$ cat config.mk
export PLATFORM = sky130hd
export DESIGN_NAME = icache_responder
export DESIGN_NICKNAME = d
export VERILOG_FILES = /design/src/rtl/icache_responder.sv
export SDC_FILE = /design/constraint.sdc
export NUM_CORES = 1
export LEC_CHECK = 0
export BUFFER_PORTS_ARGS = -buffer_cell sky130_fd_sc_hd__buf_2
export CAP_MARGIN = 20
export CELL_PAD_IN_SITES_DETAIL_PLACEMENT = 0
export CELL_PAD_IN_SITES_GLOBAL_PLACEMENT = 2
export CORE_MARGIN = 3
export CORE_UTILIZATION = 25
export CTS_CLUSTER_DIAMETER = 120
export DETAILED_ROUTE_END_ITERATION = 6
export PLACE_DENSITY_LB_ADDON = 0.12
export SLEW_MARGIN = 25
export SYNTH_ARGS = -nofsm -noshare
export SYNTH_HDL_FRONTEND = slang
export SYNTH_SLANG_ARGS = --single-unit
export TNS_END_PERCENT = 1
$ cat constraint.sdc
create_clock -name clk_in -period 2.7 [get_ports clk_in]
set_input_delay 0.54 -clock clk_in [delete_from_list [all_inputs] [get_ports clk_in]]
set_output_delay 0.54 -clock clk_in [all_outputs]
set_load 0.01 [all_outputs]
$ cat src/rtl/icache_responder.sv
// icache_responder: IF fetch port, direct-mapped word cache, byte-serial fill.
// Cache arrays are built only when ICACHE_EN is defined; otherwise all miss.
module icache_responder #(
  parameter int INDEX_BITS = 7
) (
  input  logic        clk_in,
  input  logic        rst_in,
  input  logic        rdy_in,
  input  logic        IF_req_in,
  input  logic [17:0] IF_addr_in,
  output logic        instE_out,
  output logic [31:0] inst_out,
  output logic        MC_req_out,
  output logic [17:0] MC_addr_out,
  input  logic        MC_grant_in,
  input  logic [7:0]  MC_data_in
);

  localparam int LINES    = 1 << INDEX_BITS;
  localparam int TAG_BITS = 16 - INDEX_BITS;

  localparam logic [0:0] IDLE = 1'b0;
  localparam logic [0:0] FILL = 1'b1;

  logic [0:0]  state;
  logic [15:0] word;
  logic [2:0]  iss;
  logic [2:0]  rcv;
  logic        pend;
  logic [31:0] fill;

  logic [15:0] req_word;
  logic        hit;
  logic [31:0] hit_data;
  logic        abort;
  logic        take;
  logic        last;
  logic        complete;
  logic [31:0] fill_word;
  logic        unused_lsb;

  assign req_word   = IF_addr_in[17:2];
  assign unused_lsb = ^IF_addr_in[1:0];

  // Leaving FILL early: IF dropped or moved its request.
  assign abort = (state == FILL) &&
                 (!IF_req_in || (req_word != word));

  // A grant is only meaningful while bytes remain to be issued.
  assign take = MC_grant_in && !iss[2];

  assign last      = pend && (rcv == 3'd3);
  assign complete  = (state == FILL) && !abort && last;
  assign fill_word = {MC_data_in, fill[23:0]};

`ifdef ICACHE_EN
  logic [LINES-1:0]      valid;
  logic [TAG_BITS-1:0]   tags  [LINES];
  logic [31:0]           lines [LINES];
  logic [INDEX_BITS-1:0] rd_idx;
  logic [INDEX_BITS-1:0] wr_idx;
  logic [TAG_BITS-1:0]   rd_tag;

  assign rd_idx   = req_word[INDEX_BITS-1:0];
  assign wr_idx   = word[INDEX_BITS-1:0];
  assign rd_tag   = req_word[15:INDEX_BITS];
  assign hit      = valid[rd_idx] && (tags[rd_idx] == rd_tag);
  assign hit_data = lines[rd_idx];

  // Valid bits: cleared by reset, set when a fill completes.
  always_ff @(posedge clk_in) begin
    if (rst_in) begin
      valid <= '0;
    end else if (rdy_in && complete) begin
      valid[wr_idx] <= 1'b1;
    end
  end

  // Tag and data arrays are plain storage, written at fill completion.
  always_ff @(posedge clk_in) begin
    if (rdy_in && complete) begin
      tags[wr_idx]  <= word[15:INDEX_BITS];
      lines[wr_idx] <= fill_word;
    end
  end
`else
  assign hit      = 1'b0;
  assign hit_data = '0;
`endif

  // Request FSM: hit service, miss issue/receive, completion and abort.
  always_ff @(posedge clk_in) begin
    if (rst_in) begin
      state       <= IDLE;
      word        <= '0;
      iss         <= '0;
      rcv         <= '0;
      pend        <= 1'b0;
      fill        <= '0;
      instE_out   <= 1'b0;
      inst_out    <= '0;
      MC_req_out  <= 1'b0;
      MC_addr_out <= '0;
    end else if (rdy_in) begin
      case (state)
        IDLE: begin
          if (IF_req_in && hit) begin
            instE_out <= 1'b1;
            inst_out  <= hit_data;
          end else if (IF_req_in) begin
            instE_out   <= 1'b0;
            word        <= req_word;
            state       <= FILL;
            iss         <= '0;
            rcv         <= '0;
            pend        <= 1'b0;
            MC_req_out  <= 1'b1;
            MC_addr_out <= {req_word, 2'b00};
          end else begin
            instE_out <= 1'b0;
          end
        end
        FILL: begin
          instE_out <= 1'b0;
          if (abort) begin
            state      <= IDLE;
            MC_req_out <= 1'b0;
            pend       <= 1'b0;
          end else begin
            pend <= take;
            if (take) begin
              iss         <= iss + 3'd1;
              MC_addr_out <= {word, 2'b00} + 18'(iss) + 18'd1;
              if (iss == 3'd3) begin
                MC_req_out <= 1'b0;
              end
            end
            if (pend) begin
              fill[{rcv[1:0], 3'b000} +: 8] <= MC_data_in;
              rcv <= rcv + 3'd1;
              if (rcv == 3'd3) begin
                instE_out <= 1'b1;
                inst_out  <= fill_word;
                state     <= IDLE;
              end
            end
          end
        end
        default: state <= IDLE;
      endcase
    end
  end

endmodule

==> metrics.csv <==
stage,metric,value,unit
run_status,status,"complete, no violations",
yosys,ys_ff_latch,98,
grt,grt_pass1_vias,3842,
placed_design,place_area,5283,sq um
clock_tree,post_cts_buffers,0,
floorplanning,core-area,17480,sq um
grt,antenna_found_initial,0,
yosys,ys_top_cells_by_count,"dfxtp_1, a21oi_1, nand2_1",
final_layout,final_cell_area,5552,sq um
yosys,synthArstFlopShare,0,
grt,grt_overflow,0,
floorplanning,rows,48,
yosys,synth_nets,563,
clock_tree,cts_hold_buf,0,
critical_path,worstPathRequired,2.99,ns
detailed_routing,drc,0,
placed_design,post-place-ws,-0.08088,ns
timing,tns,0,ns
final_layout,register_area,1962,sq um
yosys,synth_edf_count,0,
critical_path,crit_slowest_cell,or4_4,
timing,slew_viol_final,0,
final_layout,n_antenna_cell,0,
placed_design,placedCellCount,821,
timing,min_period,2.499,ns
timing,hold_viol,0,
yosys,yosysSeqAreaShare,0.4343,
flow_run,max_cap_violations,0,
placed_design,gp_congestion,0.7724,
floorplanning,initial_core_util,0.2584,
detailed_routing,firstDrtPassIters,4,
timing,fmax,400.1,MHz
yosys,synth_area_leaders,"dfxtp_1, mux2i_1, a21oi_1",
yosys,synthCells,523,
timing,skew,0.008995,ns
grt,grt_max_degree,48,
yosys,syn_area,4517,sq um
final_layout,nets,647,
placed_design,portBuffers,80,
detailed_routing,via_per_inst,4.684,
detailed_routing,wl_per_cell,16.77,um
power,ir_drop,314.9,uV
critical_path,crit_family,simple AND/OR/NAND/NOR gates,
clock_tree,cts.sinks,98,
final_layout,n_fill_cell,1893,
critical_path,crit_type,flip-flop to flip-flop,
clock_tree,cts_tree,done,
critical_path,endpoint_kind,flip-flop,
final_layout,layout-drive-gt1-share,0.2128,
detailed_routing,drtAntennaViolNets,0,
timing,post-route-period-util,0.9256,
critical_path,crit_buf_inv,0,
critical_path,critPathLaunchType,flip-flop,
yosys,yosysWarnings,0,
clock_tree,cts_buffer_depth,2,
final_layout,multi_input_area,2359,sq um
floorplanning,die_x,140.4,um
clock_tree,cts_buffers,9,
timing,worstMarginPinSlew,0.6800,ns
critical_path,max_stage_delay,0.57,ns
clock_tree,cts_root_buf,clkbuf_16,
yosys,synthDistinctLibCells,45,
critical_path,crit_chain,xor2_1 -> or4_4 -> or4_4 -> o21a_4 -> a2111o_1 -> a21oi_1,
clock_tree,post_cts_resized,0,
floorplanning,ios,83,
timing,grt_setup_unrepaired,no,
power,p_leak,0.002309,uW
final_layout,area_delta_synth_final,22.91,%
yosys,synth_largest_area_cell,dfxtp_1,
timing,fin_ws,0.2008,ns
yosys,synth.most_common_cell,dfxtp_1,
grt,grt_util_all_layers,0.1447,
final_layout,stdcell_count,836,
yosys,synth.top_cell.area_share,0.4343,
clock_tree,htreeDepth,3,
grt,grt_pass1_wl,22.45,mm
detailed_routing,finalWirelength,14.02,mm
placed_design,place_hpwl,10.01,mm
critical_path,cp_common_cell,or4_4,
clock_tree,clk-insertion-delay-late,0.36,ns
timing,slew_headroom,0.5467,
yosys,synth_ff_type,dfxtp_1,
min_path,hold_class,input port to flip-flop,
clock_tree,clkTransAtPathRegs,0.07,ns
detailed_routing,first_iter_violations,209,
detailed_routing,vias,3916,
floorplanning,dieArea,19720,sq um
timing,setup_viol,0,
floorplanning,dieHeight,140.4,um
power,power_density,545.1,nW/um^2
yosys,syn_area_per_cell,8.636,sq um
critical_path,path_max_fanout,19,
critical_path,arrival,2.79,ns
worst reg2reg max path: cells and delay by family, from the launching register on:
family / cells / cell delay [ns]
xor gates and xnor gates: 1 / 0.20
AOI/OAI and AO/OA: 3 / 0.77
and+or+nand+nor: 2 / 1.12
DFF: 1 / 0.34
worst paths after layout:
path | start | endpoint | slack [ns] | cells past startpoint
min reg2reg | fill[14]$_SDFFE_PP0P_ | fill[14]$_SDFFE_PP0P_ | 0.47 | 2
max reg2reg | word[15]$_SDFFE_PP0P_ | MC_addr_out[12]$_SDFFE_PP0P_ | 0.20 | 6
max | word[15]$_SDFFE_PP0P_ | MC_addr_out[12]$_SDFFE_PP0P_ | 0.20 | 6
min | IF_addr_in[13] | word[11]$_SDFFE_PP0P_ | 0.46 | 3
final cells by class:
cell class / instances / share of cell area
clock buffers: 10 / 0.04124
clock inverters: 5 / 0.007212
inverters: 6 / 0.004057
multi-input cells: 381 / 0.4248
flip-flops and latches: 98 / 0.3534
well taps: 225 / 0.05071
repair buffers: 111 / 0.1185
cells in the final DEF, fill, tap and decap left out, types with 2 or more instances in the layout:
| cell | n |
|---|---|
| buf_4 | 29 |
| nor3_1 | 9 |
| a2111o_1 | 3 |
| nand3_1 | 32 |
| nand4_1 | 10 |
| inv_1 | 6 |
| or4_4 | 2 |
| buf_2 | 80 |
| nor4b_1 | 4 |
| xnor2_1 | 17 |
| nand2_1 | 47 |
| nor4_1 | 4 |
| a21oi_1 | 63 |
| ha_1 | 9 |
| xor2_1 | 14 |
| nor2_1 | 46 |
| o21ai_0 | 7 |
| nor2b_1 | 3 |
| a31oi_1 | 5 |
| mux2i_1 | 35 |
| o22ai_1 | 2 |
| nand2b_1 | 29 |
| o2111ai_1 | 10 |
| clkinvlp_4 | 3 |
| clkbuf_16 | 9 |
| o21ai_1 | 10 |
| and2_1 | 4 |
| buf_12 | 2 |
| dfxtp_1 | 98 |
cells by family (layout without fill, tap and decap cells):
family | Yosys count | count (layout) | share of synthesized area
AO/OA/AOI/OAI | 107 | 107 | 0.1391
XOR/XNOR | 31 | 31 | 0.06011
adder cells (fa/ha/maj) | 9 | 9 | 0.02493
buffers and inverters | 44 | 132 | 0.04349
flip-flops | 98 | 98 | 0.4343
multiplexers | 35 | 35 | 0.07756
AND/OR/NAND/NOR | 199 | 199 | 0.2205
power breakdown:
group | switching (uW) | total [uW] | internal [uW] | leakage, uW
sequential | 29.5 | 1500 | 1470 | 0.000793
clock | 602 | 1230 | 626 | 0.000121
combinational | 185 | 295 | 110 | 0.00139
total | 816 | 3030 | 2210 | 0.00231
sequential cells by signal, summed over array words and instances (netlist names):
name / flops
pend: 1
MC_req_out: 1
rcv: 3
state: 1
instE_out: 1
inst_out: 32
fill: 24
MC_addr_out: 18
iss: 1
word: 16
metal layers:
layer / vias to the layer above / wire length [um] / global-route usage
li1: 1998 / - / -
met1: 1825 / 7282 / 0.2144
met2: 77 / 5916 / 0.2099
met3: 16 / 613 / 0.03141
met4: 0 / 209 / 0.04131
met5: - / 0 / 0
metrics by stage:
stage                       util  power (uW)  hold WS [ns]
after global routing      0.3177        3165        0.4513
after global placement    0.3023        1834        0.4554
after CTS                 0.3177        3078        0.4428
after floorplan                -        1695        0.4455
final                     0.3177        3026        0.4555
after detailed placement  0.3023        1834        0.4598
Note: power is estimated with default switching activity, not from simulation.
